### src/rtl/piso_serializer.sv
// Parallel-in/serial-out serializer feeding a downstream SISO stage over a valid/ready load handshake.
// Optional PISO_PARITY_EN appends an even-parity bit after the payload of every frame.
module piso_serializer #(
    parameter int N         = 4,
    parameter bit MSB_FIRST = 1'b0
) (
    input  logic         clk,
    input  logic         reset,
    input  logic [N-1:0] p_in,
    input  logic         load_valid,
    output logic         load_ready,
    output logic         s_out,
    output logic         s_valid,
    output logic         busy,
    output logic         done
);

`ifdef PISO_PARITY_EN
    localparam int W = N + 1;
`else
    localparam int W = N;
`endif
    localparam int CW = $clog2(N + 1);
    localparam logic [CW-1:0] CNT_LOAD = CW'(W - 1);

    typedef enum logic {IDLE, SHIFT} state_t;

    state_t         state_reg, state_next;
    logic [W-1:0]   shreg_reg, shreg_next;
    logic [CW-1:0]  cnt_reg, cnt_next;

    logic [W-1:0]   load_word;
    logic [W-1:0]   shifted;
    logic           out_bit;
    logic           last_bit;
    logic           accept;

    // The output end of shreg is bit 0 for LSB-first, bit W-1 for MSB-first;
    // the parity bit sits at the far end so it leaves after the payload.
    generate
        if (MSB_FIRST) begin : g_msb
`ifdef PISO_PARITY_EN
            assign load_word = {p_in, ^p_in};
`else
            assign load_word = p_in;
`endif
            assign shifted = {shreg_reg[W-2:0], 1'b0};
            assign out_bit = shreg_reg[W-1];
        end else begin : g_lsb
`ifdef PISO_PARITY_EN
            assign load_word = {^p_in, p_in};
`else
            assign load_word = p_in;
`endif
            assign shifted = {1'b0, shreg_reg[W-1:1]};
            assign out_bit = shreg_reg[0];
        end
    endgenerate

    assign last_bit   = (state_reg == SHIFT) && (cnt_reg == '0);
    assign load_ready = (state_reg == IDLE) || last_bit;
    assign accept     = load_valid && load_ready;

    always_comb begin
        state_next = state_reg;
        shreg_next = shreg_reg;
        cnt_next   = cnt_reg;
        case (state_reg)
            IDLE: begin
                if (accept) begin
                    shreg_next = load_word;
                    cnt_next   = CNT_LOAD;
                    state_next = SHIFT;
                end
            end
            SHIFT: begin
                if (accept) begin
                    // Reload on the last-bit edge keeps the stream gapless.
                    shreg_next = load_word;
                    cnt_next   = CNT_LOAD;
                end else if (last_bit) begin
                    shreg_next = shifted;
                    state_next = IDLE;
                end else begin
                    shreg_next = shifted;
                    cnt_next   = cnt_reg - 1'b1;
                end
            end
            default: state_next = IDLE;
        endcase
    end

    always_ff @(posedge clk or posedge reset) begin
        if (reset) begin
            state_reg <= IDLE;
            shreg_reg <= '0;
            cnt_reg   <= '0;
        end else begin
            state_reg <= state_next;
            shreg_reg <= shreg_next;
            cnt_reg   <= cnt_next;
        end
    end

    assign busy    = (state_reg == SHIFT);
    assign s_valid = busy;
    assign s_out   = busy & out_bit;
    assign done    = last_bit;

endmodule
### config.mk
export PLATFORM = sky130hd
export DESIGN_NAME = piso_serializer
export DESIGN_NICKNAME = d
export VERILOG_FILES = /design/src/rtl/piso_serializer.sv
export SDC_FILE = /design/constraint.sdc
export NUM_CORES = 1
export LEC_CHECK = 0
export CAP_MARGIN = 0
export CELL_PAD_IN_SITES_DETAIL_PLACEMENT = 0
export CELL_PAD_IN_SITES_GLOBAL_PLACEMENT = 1
export CORE_AREA = 2 2 39 41
export DETAILED_ROUTE_END_ITERATION = 16
export DIE_AREA = 0 0 41 43
export PLACE_DENSITY_LB_ADDON = 0.1
export SLEW_MARGIN = 0
export SYNTH_ARGS = -nofsm -noshare
export SYNTH_HDL_FRONTEND = slang
export SYNTH_SLANG_ARGS = --single-unit
### constraint.sdc
create_clock -name clk -period 3.05 [get_ports clk]
set_input_delay 0.61 -clock clk [delete_from_list [all_inputs] [get_ports clk]]
set_output_delay 0.61 -clock clk [all_outputs]
set_load 0.01 [all_outputs]
==> impl_metrics.tcl, run 1 <==
set metrics [dict create \
    p_int_uw 351 \
    synth.area.top_cells "dfrtp_1 46%, ha_1 5.7%, a211oi_1 5.2%" \
    clk_pin_slew_worst_paths_ps 60 \
    clk_latency_ps 260 \
    synth_enable_flop_cells 0 \
    path_cells "inv_1, ha_1, ha_1, nor2b_4, inv_2, clkdlybuf4s50_1" \
    synthCells 44 \
    rsz0062_at_grt "false" \
    grtUsageMet3 0.0366 \
    final_core_util 0.414 \
    synthAdderAreaFrac 0.0575 \
    cp_max_fo 5 \
    drt_iter0_drc 3 \
    grt_max_degree 15 \
    vias_per_cell 4.69 \
    routed_wirelength_um 883 \
    num_vias 338 \
    p_switching_uw 198 \
    combPwrFrac 0.510 \
    cts_hold_buf 0 \
    fin_nets 67 \
    cts_setup_buffers 0 \
    use_met1 0.147 \
    io_pins 12 \
    core_um2 1380 \
    crit_buf_inv 3 \
    post_cts_resized 0 \
    synth_top_cell_area_share 0.460 \
    seq_area_um2 200 \
    crit_arrival_ps 1850 \
    ant_nets 0 \
    cts.sinks 8 \
    fin_crit_ps 2460 \
    synth_top_family_by_area "simple AND/OR/NAND/NOR gates" \
    slew_violations 0 \
    p_leak_nw 0.265 \
    pwr_density_cell_nw_per_um2 958 \
    cpMostUsedCell "ha_1" \
    seqPwrFrac 0.339 \
    drc 0 \
    crit_type "register to output port" \
    sw_frac_of_total 0.361 \
    r2r_slack_ps 1600 \
    slew_headroom 0.694 \
    synth-compound-area-share 0.184 \
    timing.final.crit_share 0.806 \
    ys_ff_latch 8 \
    clock_skew_ps 8.46 \
    synth_nets 53 \
    use_met2 0.209 \
    largest_reg_flops 4 \
    ys.flop_type "dfrtp_1" \
    finalHoldViolations 0 \
    numCtsBuffers 3 \
    dieArea_um2 1760 \
    chipHeight_um 43 \
    worstPathRequired_ps 2440 \
    multi_input_area_um2 201 \
    die_x_um 41 \
    critPathMaxStageDelay_ps 480 \
    yosysWarnings 0 \
    holdPathStages 1 \
    grt_first_pass_wirelength_um 1550 \
    setup_viol 0 \
    syn_avg_cell_area_um2 9.90 \
    grt_usage 0.132 \
    antenna_found_initial 0 \
    vdd_drop_max_uv 368 \
    max_freq_ghz 0.407 \
    drtPass1Iterations 2 \
    ys_seq_area_frac 0.460 \
    synth.distinct_cells 23 \
    max_slew.worst_pin.slew_ps 458 \
    crit_family "buffers and inverters" \
    hold_end "cnt_reg[0]" \
    synth_area_um2 435 \
    end_kind "output port" \
    first_global_vias 368 \
    area_delta_synth_final_pct 31.6 \
    stdcell_area_um2 573 \
    placed_area_um2 551 \
    initial_core_util 0.315 \
    numPortBuffers 11 \
    mostFrequentLayoutCells "11 x clkdlybuf4s50_1, 8 x dfrtp_1, 4 x inv_1" \
    r2r-start "cnt_reg[0]" \
    synthXorXnorAreaFrac 0 \
    r2r.worst_path.cells 6 \
    grt.busiest_layer "met2" \
    root_buffer "clkbuf_4" \
    cp-start-kind "register" \
    yosys.area_share.simple 0.198 \
    grt_overflow 0 \
    clockBufferDepth 2 \
    mostFrequentLayoutCell "clkdlybuf4s50_1" \
    cts_tree "yes" \
    dpl.hpwl_um 640 \
    hp-class "register to register" \
    drive_gt1_frac 0.161 \
    synthArstFlopShare 1.00 \
    wire_per_inst_um 12.3 \
    synth_mux_area_frac 0.0230 \
    yosysTopAreaCell "dfrtp_1" \
    fillers 138 \
    antenna_cells 0 \
    cpMaxStageDelayCell "clkdlybuf4s50_1" \
    clkPwrFrac 0.151 \
    place_congestion 0.633 \
    hp-start "cnt_reg[0]" \
    cts_max_level 1 \
    outcome "finished, final reports clean" \
    fin_setup_tns_ps 0 \
    drv_cap 0 \
    reg2reg_to "shreg_reg[1]" \
    std_cell_rows 14 \
]
-- layer usage --
layer | wire length (um) | vias to the layer above
met1 | 363 | 156
li1 | - | 174
met2 | 467 | 8
met3 | 53 | 0
met5 | 0 | -
met4 | 0 | 0
-- area by class of cell --
| type | count | area share |
|---|---|---|
| multi-input cells | 29 | 0.352 |
| inverters | 5 | 0.0328 |
| flip-flops and latches | 8 | 0.349 |
| clock buffers | 3 | 0.0393 |
| repair buffers | 11 | 0.192 |
| well taps | 16 | 0.0349 |
-- power groups by stage --
stage	clock network (mW)	logic [mW]	registers, mW
floorplan	0	0.189	0.179
detailed placement	0	0.284	0.188
CTS	0.0868	0.285	0.186
global route	0.0978	0.315	0.193
finish	0.0830	0.280	0.186
global placement	0	0.276	0.184
-- worst reg2reg max path: cells and delay by family, from the launching register on --
kind	cells	cell delay, ps
buf+inv	1	50
compound gates	2	390
fa+ha+maj	2	450
flops	1	370
simple gates	1	60
-- cell families (layout without fill, tap and decap cells) --
kind of cell	Yosys count	count (layout)
fa+ha+maj	2	2
compound gates	12	12
simple gates	14	14
flops	8	8
buf+inv	7	19
mux	1	1
-- how the worst max path moves through the flow --
stage,from,to,slack [ps],depth (start not counted)
after floorplan,cnt_reg[0],done,1410,4
after detailed placement,cnt_reg[0],load_ready,860,6
final,cnt_reg[0],load_ready,590,6
after CTS,cnt_reg[0],load_ready,580,6
after global placement,cnt_reg[0],load_ready,920,6
after global routing,cnt_reg[0],load_ready,470,6
-- through the flow --
stage,hold WS (ps),setup WS [ps],power (mW),cells
after floorplan,426,1410,0.369,44
after global placement,458,921,0.460,69
after detailed placement,480,859,0.472,69
after CTS,488,576,0.558,72
after global routing,522,468,0.606,72
final,481,592,0.549,72
-- Yosys cell counts (2+ instances only) --
cell type  n
dfrtp_1    8
inv_1      4
a211oi_1   3
nor2_1     3
o22ai_1    3
and2_2     2
buf_4      2
ha_1       2
nor2b_1    2
o21ai_0    2
(Power assumes the default switching activity.)
==> run 2: changes to the inputs <==
--- a/config.mk
+++ b/config.mk
@@ -8,9 +8,9 @@
 export CAP_MARGIN = 0
 export CELL_PAD_IN_SITES_DETAIL_PLACEMENT = 0
 export CELL_PAD_IN_SITES_GLOBAL_PLACEMENT = 1
-export CORE_AREA = 2 2 39 41
+export CORE_MARGIN = 2
+export CORE_UTILIZATION = 29
 export DETAILED_ROUTE_END_ITERATION = 16
-export DIE_AREA = 0 0 41 43
 export PLACE_DENSITY_LB_ADDON = 0.1
 export SLEW_MARGIN = 0
 export SYNTH_ARGS = -nofsm -noshare
==> constraint.sdc (replaced) <==
create_clock -name clk -period 2.19 [get_ports clk]
set_input_delay 0.438 -clock clk [delete_from_list [all_inputs] [get_ports clk]]
set_output_delay 0.438 -clock clk [all_outputs]
set_load 0.01 [all_outputs]
==> impl_metrics.tcl, run 2 (synthesis gave the netlist of run 1 again) <==
set metrics [dict create \
    outcome "finished, final reports clean" \
    fin_nets 68 \
    root_buffer "clkbuf_4" \
    drive_gt1_frac 0.193 \
    timing.final.crit_share 0.910 \
    setup_viol 0 \
    clockBufferDepth 2 \
    multi_input_area_um2 214 \
    final_core_util 0.439 \
    first_global_vias 377 \
    max_slew.worst_pin.slew_ps 388 \
    vias_per_cell 4.89 \
    fillers 134 \
    crit_type "register to output port" \
    io_pins 12 \
    mostFrequentLayoutCell "clkdlybuf4s50_1" \
    ant_nets 0 \
    grt_first_pass_wirelength_um 1590 \
    finalHoldViolations 0 \
    clk_latency_ps 240 \
    max_freq_ghz 0.502 \
    num_vias 352 \
    routed_wirelength_um 874 \
    antenna_cells 0 \
    cp_max_fo 5 \
    chipHeight_um 42.8 \
    fin_setup_tns_ps 0 \
    area_delta_synth_final_pct 36.2 \
    dieArea_um2 1830 \
    mostFrequentLayoutCells "9 x clkdlybuf4s50_1, 8 x dfrtp_1, 4 x inv_1" \
    cts.sinks 8 \
    seq_area_um2 200 \
    path_cells "inv_1, ha_1, ha_4, nor2b_4, inv_2, dlygate4sd2_1" \
    antenna_found_initial 0 \
    wire_per_inst_um 12.1 \
    crit_buf_inv 3 \
    core_um2 1350 \
    numCtsBuffers 3 \
    dpl.hpwl_um 679 \
    worstPathRequired_ps 1750 \
    drtPass1Iterations 2 \
    grt_overflow 0 \
    crit_family "adder cells" \
    die_x_um 42.8 \
    fin_crit_ps 1990 \
    cts_max_level 1 \
    clk_pin_slew_worst_paths_ps 50 \
    crit_arrival_ps 1560 \
    rsz0062_at_grt "false" \
    p_leak_nw 0.289 \
    clock_skew_ps 1.44 \
    drc 0 \
    drv_cap 0 \
    vdd_drop_max_uv 651 \
    slew_violations 0 \
    end_kind "output port" \
    grt_max_degree 13 \
    slew_headroom 0.741 \
    largest_reg_flops 4 \
    drt_iter0_drc 3 \
    grt_usage 0.117 \
    pwr_density_cell_nw_per_um2 1300 \
    numPortBuffers 11 \
    cpMaxStageDelayCell "dfrtp_1" \
    cts_tree "yes" \
    cp-start-kind "register" \
    initial_core_util 0.323 \
    place_congestion 0.702 \
    cts_hold_buf 0 \
    critPathMaxStageDelay_ps 370 \
    hp-class "input pin to async pin" \
    std_cell_rows 13 \
]
run 2: changes by cell type in the layout (fill, tap and decap cells not counted), sizes merged:
cell           delta
dlygate4sd2       +1
buf               +1
dlymetal6s2s      +1
clkdlybuf4s50     -2
run 2: final cells by class:
class,count,area share
Sequential cell,8,0.338
Clock buffer,3,0.0380
Tap cell,15,0.0316
Inverter,5,0.0316
Timing Repair Buffer,12,0.200
Multi-Input combinational cell,29,0.361
run 2: per-layer routing:
metal / track usage / vias to the layer above / share of wire / wire length, um
li1: - / 179 / - / -
met1: 0.129 / 165 / 0.44 / 388
met2: 0.197 / 8 / 0.50 / 440
met3: 0.0426 / 0 / 0.051 / 45
met4: 0.0563 / 0 / 0 / 0
met5: 0 / - / 0 / 0
run 2: what timing repair did:
action                                  4_1_cts  5_1_grt
resized for setup                             3        1
setup buffers                                 0        0
hold endpoints to repair                      0        0
endpoints found under the setup margin        2        1
cloned                                        0        0
run 2: worst reg2reg max path, cell delays in order, from the launching register on:
cell	delay, ps
dfrtp_1	370
inv_1	50
ha_1	220
ha_4	190
a21bo_2	240
o22ai_1	140
nor2_1	60
run 2: final timing paths:
kind	start	to	slack (ps)	cells past startpoint
max	cnt_reg[0]	load_ready	200	6
min	reset	shreg_reg[3]	440	2
max reg2reg	cnt_reg[0]	shreg_reg[1]	810	6
min reg2reg	cnt_reg[0]	cnt_reg[0]	490	1
max in group asynchronous	reset	shreg_reg[1]	1510	2
min in group clk	cnt_reg[0]	cnt_reg[0]	490	1
run 2: where the power goes:
| group | internal [mW] | switching, mW | total [mW] |
|---|---|---|---|
| Sequential | 0.215 | 0.0407 | 0.255 |
| Clock | 0.0624 | 0.0459 | 0.108 |
| Combinational | 0.219 | 0.189 | 0.408 |
run 2: per-stage QoR:
stage	setup slack [ps]	instance area, um^2	hold slack, ps	instances	power, mW
floorplan	725	435	254	44	0.514
global placement	223	557	456	69	0.642
detailed placement	196	557	472	69	0.654
CTS	15.0	591	443	72	0.790
global route	105	593	490	72	0.838
finish	197	593	437	72	0.772
